--- config.mk ---
export PLATFORM = sky130hd
export DESIGN_NAME = uart_prog_loader
export DESIGN_NICKNAME = d
export VERILOG_FILES = /design/src/rtl/uart_prog_loader.sv
export SDC_FILE = /design/constraint.sdc
export NUM_CORES = 1
export LEC_CHECK = 0
export ABC_AREA = 1
export BUFFER_PORTS_ARGS = -buffer_cell sky130_fd_sc_hd__buf_2
export CAP_MARGIN = 15
export CORE_MARGIN = 8
export CORE_UTILIZATION = 46
export CTS_CLUSTER_SIZE = 16
export DETAILED_ROUTE_END_ITERATION = 8
export GPL_TIMING_DRIVEN = 0
export PLACE_DENSITY = 0.67
export SLEW_MARGIN = 40
export SYNTH_ARGS = -nofsm -noshare
export SYNTH_HDL_FRONTEND = slang
export SYNTH_SLANG_ARGS = --single-unit
--- constraint.sdc ---
create_clock -name clk -period 3.3 [get_ports clk]
set_clock_uncertainty 0.05 [all_clocks]
set_input_delay 0.66 -clock clk [delete_from_list [all_inputs] [get_ports clk]]
set_output_delay 0.66 -clock clk [all_outputs]
set_load 0.02 [all_outputs]
--- src/rtl/uart_prog_loader.sv ---
// ---------------------------------------------------------------------------
// uart_prog_loader
//
// Boot-time program loader. It receives program words as a stream of UART
// bytes and writes them to memory. The CPU is held in reset until the load
// has finished.
//
// Bytes are packed MSB first into words of WORD_BYTES bytes. Each word is
// written to consecutive addresses, starting at BASE_ADDR and advancing by
// WORD_BYTES. The word END_WORD ends the load and is never written to memory.
// If GAP_CYC is non-zero, a partly received word is thrown away when the line
// stays quiet for GAP_CYC cycles. This keeps the byte phase aligned after a
// glitch on the line.
//
// Optional feature, selected by the macro LOADER_CHECKSUM_EN:
//   After END_WORD, one more byte is expected. It must equal the 8-bit sum of
//   all bytes of the written words. Any other byte, or a gap timeout while
//   waiting for it, aborts the load.
//
// Ports:
//   clk        in   sole clock, rising edge
//   rst_n      in   asynchronous active-low reset
//   rx_prog    in   sampled once after reset: 1 = load, 0 = skip loading
//   rx_valid   in   one-cycle strobe, rx_byte holds a received byte
//   rx_byte    in   [7:0] received byte
//   mem_addr   out  [AW-1:0] write address
//   mem_wdata  out  [DW-1:0] write data
//   mem_wr     out  write request, held until mem_ack
//   mem_ack    in   memory accepted the write this cycle
//   cpu_hold   out  keeps the CPU in reset while 1
//   done       out  load finished successfully
//   err        out  load aborted (sticky until reset)
//   word_cnt   out  [AW-1:0] number of words written
// ---------------------------------------------------------------------------
module uart_prog_loader #(
    parameter int                      AW         = 16,
    parameter int                      WORD_BYTES = 2,
    parameter logic [AW-1:0]           BASE_ADDR  = 'h300,
    parameter logic [8*WORD_BYTES-1:0] END_WORD   = 'h7fff,
    parameter int                      GAP_CYC    = 270000
) (
    input  logic                      clk,
    input  logic                      rst_n,
    input  logic                      rx_prog,
    input  logic                      rx_valid,
    input  logic [7:0]                rx_byte,
    output logic [AW-1:0]             mem_addr,
    output logic [8*WORD_BYTES-1:0]   mem_wdata,
    output logic                      mem_wr,
    input  logic                      mem_ack,
    output logic                      cpu_hold,
    output logic                      done,
    output logic                      err,
    output logic [AW-1:0]             word_cnt
);

    localparam int DW = 8 * WORD_BYTES;
    localparam int GW = (GAP_CYC > 1) ? $clog2(GAP_CYC + 1) : 1;
    // The gap counter expires on the GAP_CYC-th silent cycle after the last byte.
    localparam logic [GW-1:0] GAP_LAST = (GAP_CYC > 0) ? GW'(GAP_CYC - 1) : '0;
    localparam logic [1:0]    PH_LAST  = 2'(WORD_BYTES - 1);

    typedef enum logic [2:0] {
        S_IDLE,
        S_RECV,
        S_WRITE,
        S_CHECK,
        S_DONE,
        S_ERROR
    } state_t;

    state_t          state_q;
    logic [AW-1:0]   mem_addr_q;
    logic [DW-1:0]   mem_wdata_q;
    logic            mem_wr_q;
    logic            cpu_hold_q;
    logic            done_q;
    logic            err_q;
    logic [AW-1:0]   word_cnt_q;
    logic [DW-1:0]   shift_q;      // bytes of the word being assembled
    logic [1:0]      phase_q;      // number of bytes already in shift_q
    logic [GW-1:0]   gap_q;        // silent cycles since the last byte
`ifdef LOADER_CHECKSUM_EN
    logic [7:0]      csum_q;       // running sum of the bytes of written words
    logic [7:0]      wsum_q;       // sum of the bytes of the partial word
`endif

    logic [DW-1:0]   word_d;
    logic            last_byte;
    logic            gap_expire;

    // The new byte goes into the LSB end. For WORD_BYTES = 1 the cast drops
    // shift_q completely.
    assign word_d     = DW'({shift_q, rx_byte});
    assign last_byte  = (phase_q == PH_LAST);
    assign gap_expire = (GAP_CYC != 0) && !rx_valid && (gap_q == GAP_LAST);

    always_ff @(posedge clk or negedge rst_n) begin
        if (!rst_n) begin
            state_q     <= S_IDLE;
            mem_addr_q  <= BASE_ADDR;
            mem_wdata_q <= '0;
            mem_wr_q    <= 1'b0;
            cpu_hold_q  <= 1'b1;
            done_q      <= 1'b0;
            err_q       <= 1'b0;
            word_cnt_q  <= '0;
            shift_q     <= '0;
            phase_q     <= '0;
            gap_q       <= '0;
`ifdef LOADER_CHECKSUM_EN
            csum_q      <= '0;
            wsum_q      <= '0;
`endif
        end else begin
            case (state_q)
                S_IDLE: begin
                    if (rx_prog) begin
                        state_q <= S_RECV;
                    end else begin
                        state_q    <= S_DONE;
                        cpu_hold_q <= 1'b0;
                        done_q     <= 1'b1;
                    end
                end

                // RECV and WRITE share the byte assembler, so the next word can
                // arrive while a write is still waiting for its ack.
                S_RECV, S_WRITE: begin
                    if (rx_valid) begin
                        gap_q <= '0;
                    end else if (GAP_CYC != 0 && phase_q != 2'd0) begin
                        if (gap_expire) begin
                            phase_q <= '0;
                            shift_q <= '0;
                            gap_q   <= '0;
`ifdef LOADER_CHECKSUM_EN
                            wsum_q  <= '0;
`endif
                        end else begin
                            gap_q <= gap_q + GW'(1);
                        end
                    end

                    if (state_q == S_WRITE && mem_ack) begin
                        mem_wr_q   <= 1'b0;
                        mem_addr_q <= mem_addr_q + AW'(WORD_BYTES);
                        word_cnt_q <= word_cnt_q + AW'(1);
                        state_q    <= S_RECV;
                    end

                    if (rx_valid) begin
                        if (!last_byte) begin
                            shift_q <= word_d;
                            phase_q <= phase_q + 2'd1;
`ifdef LOADER_CHECKSUM_EN
                            wsum_q  <= wsum_q + rx_byte;
`endif
                        end else begin
                            phase_q <= '0;
                            shift_q <= '0;
`ifdef LOADER_CHECKSUM_EN
                            wsum_q  <= '0;
`endif
                            if (state_q == S_WRITE) begin
                                // There is only one write slot. A second
                                // complete word cannot be held, so this is an
                                // overrun, even if the ack comes in this cycle.
                                state_q  <= S_ERROR;
                                err_q    <= 1'b1;
                                mem_wr_q <= 1'b0;
                            end else if (word_d == END_WORD) begin
                                state_q <= S_CHECK;
                                gap_q   <= '0;
                            end else begin
                                mem_wdata_q <= word_d;
                                mem_wr_q    <= 1'b1;
                                state_q     <= S_WRITE;
`ifdef LOADER_CHECKSUM_EN
                                csum_q      <= csum_q + wsum_q + rx_byte;
`endif
                            end
                        end
                    end
                end

                S_CHECK: begin
`ifdef LOADER_CHECKSUM_EN
                    if (rx_valid) begin
                        if (rx_byte == csum_q) begin
                            state_q    <= S_DONE;
                            cpu_hold_q <= 1'b0;
                            done_q     <= 1'b1;
                        end else begin
                            state_q <= S_ERROR;
                            err_q   <= 1'b1;
                        end
                    end else if (GAP_CYC != 0) begin
                        if (gap_q == GAP_LAST) begin
                            state_q <= S_ERROR;
                            err_q   <= 1'b1;
                        end else begin
                            gap_q <= gap_q + GW'(1);
                        end
                    end
`else
                    state_q    <= S_DONE;
                    cpu_hold_q <= 1'b0;
                    done_q     <= 1'b1;
`endif
                end

                // DONE and ERROR are terminal; only reset leaves them.
                default: begin
                    state_q <= state_q;
                end
            endcase
        end
    end

    assign mem_addr  = mem_addr_q;
    assign mem_wdata = mem_wdata_q;
    assign mem_wr    = mem_wr_q;
    assign cpu_hold  = cpu_hold_q;
    assign done      = done_q;
    assign err       = err_q;
    assign word_cnt  = word_cnt_q;

endmodule

* Word-level counts from Yosys, hierarchy flattened *
Cells that the tools add are included.

word-level totals
  register bits after elaboration = 84
  output and inout port bits = 52
  input bits = 13
  logic and storage cells = 70

cells by class
  muxes and demuxes = 31
  reduce and logical (&&, ||, !) cells = 15
  eq/ne operators = 7
  add/subtract/negate cells = 4
  bitwise operators = 2

operators with widths
  kind                     number
  $mux W19                 7
  $mux W8                  4
  $add A19 B1 Y19 const B  1
  $eq A19 B19 Y1 const B   1
  $add A16 B1 Y16 const B  1
  $add A16 B2 Y16 const B  1
  $eq A16 B15 Y1 const B   1
  $mux W3                  5
  $pmux W3 S3              1
  $mux W1                  8
  $mux W2                  4
  $reduce_bool A2 Y1       4
  $eq A3 B2 Y1 const B     2
  $reduce_and A5 Y1        1
  $pmux W1 S2              2
  $reduce_and A2 Y1        2
  $reduce_and A4 Y1        1
  $eq A3 B1 Y1 const B     1
  $logic_not A3 Y1         1
  $reduce_and A3 Y1        1
  $reduce_bool A3 Y1       1
  $add A2 B1 Y2 const B    1
  $eq A2 B1 Y1 const B     1
  $logic_and A1 B1 Y1      2
  4 further kinds          5

* Logic depth before layout (Yosys ltp) *
  word-level depth = 9
  mapped depth = 10
  depth with buffers taken out = 9

* Least setup slack after synthesis *
No wires, ideal clock.

  kind = input to register
  start = in mem_ack
  end = reg word_cnt_q[11], in the netlist word_cnt[11]
  setup time = 0.123 ns
  cell stages on the path = 7
  required time = 3.127 ns
  buffers on the path = 0
  path slack = 1.721 ns
  data arrival time = 1.406 ns
  cell sequence = inv_1 -> nor2_4 -> nand2_1 -> nor2_2 -> nand3_1 -> o21ai_0 -> nand2_1

between the ends
  cells in the longest elaborated chain, start to end = 2

ends and longest elaborated chain
  item                         RTL line  text
  start, declared              50        input logic mem_ack,
  $logic_and A1 B1 Y1          145       if (state_q == S_WRITE && mem_ack) begin
  $reduce_and A2 Y1 (no line)  -
  end signal, assigned         148       word_cnt_q <= word_cnt_q + AW'(1);
  end, declared                79        logic [AW-1:0] word_cnt_q;

No other way between the ends.
A chain may end at the register's enable or synchronous reset.

* Final worst setup path *
  start = reg gap_q[0]
  end = reg gap_q[18]

between the ends
  cells in the longest elaborated chain, start to end = 9
  elaborated cells between the ends (all ways) = 10
  classes of those cells = 1 x add/sub; 1 x eq/ne; 7 x mux; 1 x reduce/logical

ends and longest elaborated chain
  item                                                     RTL line  text
  start, declared                                          82        logic [GW-1:0] gap_q;
  start signal, assigned                                   141       gap_q <= gap_q + GW'(1);
  branches (longest 2 deep; another with $add A19 B1 Y19)  -
  $mux W19 (*)                                             133       if (gap_expire) begin
  $mux W19 (*)                                             132       end else if (GAP_CYC != 0 && phase_q != 2'd0) begin
  $mux W19 (*)                                             130       if (rx_valid) begin
  $mux W19                                                 172       end else if (word_d == END_WORD) begin
  $mux W19                                                 165       if (state_q == S_WRITE) begin
  $mux W19                                                 153       if (!last_byte) begin
  $mux W19 (*)                                             152       if (rx_valid) begin

Mark *: on every way between the ends.

==> results.sh <==
export IMPL_yosysTopAreaCell="dfrtp_1"
export IMPL_dr_pass1_iters=6
export IMPL_grt_setup_unrepaired="no"
export IMPL_routed_via_density=5.09
export IMPL_synth_area_leaders="dfrtp_1, nand2_1, inv_1"
export IMPL_syn_num_nets=548
export IMPL_synth_warnings=0
export IMPL_grt_pass1_wl_mm=16.7
export IMPL_place_congestion=0.882
export IMPL_r2r_slack_ps=1390
export IMPL_synth_top_area_share_pct=47.5
export IMPL_start_kind="flip-flop"
export IMPL_grt_use_total_pct=16.3
export IMPL_crit_type="reg2reg"
export IMPL_power_density_nw_per_um2=391
export IMPL_required_ps=3500
export IMPL_ys_seq_area_share_pct=49.4
export IMPL_hpwl_mm=7.32
export IMPL_setup_violations_final=0
export IMPL_max_slew_margin_rel_pct=62.9
export IMPL_fin_crit_sh_pct=57.8
export IMPL_hold_buffers=0
export IMPL_port_buffers=63
export IMPL_cts_buffers=9
export IMPL_cts_tree="done"
export IMPL_fmax_ghz=0.524
export IMPL_drv_cap=0
export IMPL_die_width_um=112
export IMPL_crit_start="gap_q[0]$_DFFE_PN0P_"
export IMPL_ys_ff_latch=83
export IMPL_synth_commonest_cells="nand2_1, dfrtp_1, inv_1, nor2_1, nand3_1"
export IMPL_hold_viol=0
export IMPL_fillers=896
export IMPL_clock_sinks=83
export IMPL_syn_area_per_cell_um2=7.92
export IMPL_leakage_nw=2.53
export IMPL_slew_viol_final=0
export IMPL_syn_inst=532
export IMPL_hold_path_class="in2async"
export IMPL_finalPower_w=0.00192
export IMPL_drive_gt1_share_pct=17.2
export IMPL_clk_latency_ps=360
export IMPL_tightest_slew_ps=555
export IMPL_nets=623
export IMPL_post_cts_buffers=0
export IMPL_clk_transition_reported_paths_ps=90
export IMPL_met1_usage_pct=19.9
export IMPL_dieHeight_um=112
export IMPL_endpoint_kind="flip-flop"
export IMPL_synth_area_um2=4220
export IMPL_ys_flop_type="dfrtp_1"
export IMPL_htree_levels=3
export IMPL_cts_buffer_depth=2
export IMPL_finalSetupTns_ps=0
export IMPL_core_rowCount=35
export IMPL_overflow=0
export IMPL_synth_most_common_cell="nand2_1"
export IMPL_ys_async_sr_fraction_pct=100
export IMPL_cts_resized=0
export IMPL_ir_drop_v=0.000224
export IMPL_io_pins=65
export IMPL_top_usage_layer="met2"
export IMPL_area_growth_pct=16.7
export IMPL_grt_start_max_net_pins=47
export IMPL_cp_max_fo=6
export IMPL_grtUsageMet3_pct=4.60
export IMPL_floorplan_core_area_um2=9060
export IMPL_routedWlPerCell_um=13.6
export IMPL_synthDistinctLibCells=34
export IMPL_drtIter0Drc=193
export IMPL_outcome="finished, final reports clean"
export IMPL_diodes=0
export IMPL_synth_edf_count=0
export IMPL_final_min_clock_period_ps=1910
export IMPL_start_util_pct=46.5
export IMPL_antenna_found_initial=0
export IMPL_vias=3673
export IMPL_wirelength_mm=9.79
export IMPL_critPathArrivalTime_ps=2110
export IMPL_grt_pass1_vias=3611
export IMPL_drtAntennaViolNets=0
export IMPL_dieArea_um2=12500
export IMPL_gr_usage_met2_pct=26.9
export IMPL_clock_root_buffer="clkbuf_8"
export IMPL_r2r_start="gap_q[0]$_DFFE_PN0P_"
export IMPL_drcViolationCount=0
export IMPL_final_util_pct=54.2
[layer usage]
metal | wire length (um) | share of wire, %
met5 | 0 | 0
met4 | 138 | 1.4
met3 | 521 | 5.3
met2 | 4680 | 48
met1 | 4450 | 45
[worst paths after layout]
path,end,cells after the start
min reg2reg,cpu_hold$_DFFE_PN1P_,2
max reg2reg,gap_q[18]$_DFFE_PN0P_,8
min,mem_addr[6]$_DFFE_PN0P_,1
max in group asynchronous,mem_addr[9]$_DFFE_PN1P_,2
min in group clk,cpu_hold$_DFFE_PN1P_,2
max,gap_q[18]$_DFFE_PN0P_,8
[kinds of logic after synthesis]
| group | count (synthesis) | share of synthesized area, % |
|---|---|---|
| xor+xnor | 26 | 5.40 |
| simple gates | 290 | 30.4 |
| compound gates | 46 | 5.73 |
| flops | 83 | 49.4 |
| other cells | 1 | 0.0890 |
| buf+inv | 83 | 8.13 |
| fa+ha+maj | 3 | 0.891 |
[power breakdown]
group	total [W]	internal, W	switching [W]
registers	0.00104	0.00103	0.0000102
clock network	0.000807	0.000425	0.000382
logic	0.0000759	0.0000237	0.0000521
total	0.00192	0.00148	0.000444
[cells in the final DEF (no fill, tap or decap), types with 15 or more instances in the layout]
| master | instances |
|---|---|
| buf_2 | 65 |
| nor3_1 | 19 |
| nand3_1 | 39 |
| o21ai_0 | 31 |
| nand2_1 | 137 |
| dfrtp_1 | 80 |
| nor2_1 | 62 |
| xor2_1 | 15 |
| nand4_1 | 15 |
| inv_1 | 71 |
[per-stage QoR]
stage               instance area (um^2)  hold WS [ps]  setup WS (ps)  std cells
floorplan                           4220           314           1720        532
global placement                    4670           381            831        706
detailed placement                  4700           391           1390        707
CTS                                 4920           147           1410        722
global route                        4920           156           1290        722
finish                              4920           140           1390        722
[state kept, by name, indices dropped and copies added (netlist names)]
signal and cells:
mem_wdata 16, shift_q 8, cpu_hold 1, mem_wr 1, err 1, gap_q 19
phase_q 2, mem_addr 15, state_q 3, word_cnt 16, done 1
[area by class of cell]
| cell class | count | area (um^2) | share of cell area (%) |
|---|---|---|---|
| repair buffers | 64 | 349 | 7.10 |
| flip-flops and latches | 83 | 2080 | 42.3 |
| clock inverters | 6 | 90.1 | 1.83 |
| plain buffers | 11 | 72.6 | 1.48 |
| multi-input cells | 366 | 1790 | 36.4 |
| well taps | 111 | 139 | 2.82 |
| clock buffers | 9 | 124 | 2.52 |
| inverters | 72 | 270 | 5.50 |
[worst max-delay path, stage by stage (launching register included)]
cell	delay [ps]
dfrtp_1	410
ha_1	230
nand3_1	140
nor3_2	370
nand3_1	220
nor2_1	190
nand3_1	90
nand2_1	60
nor2_1	40
(Power assumes the default switching activity.)
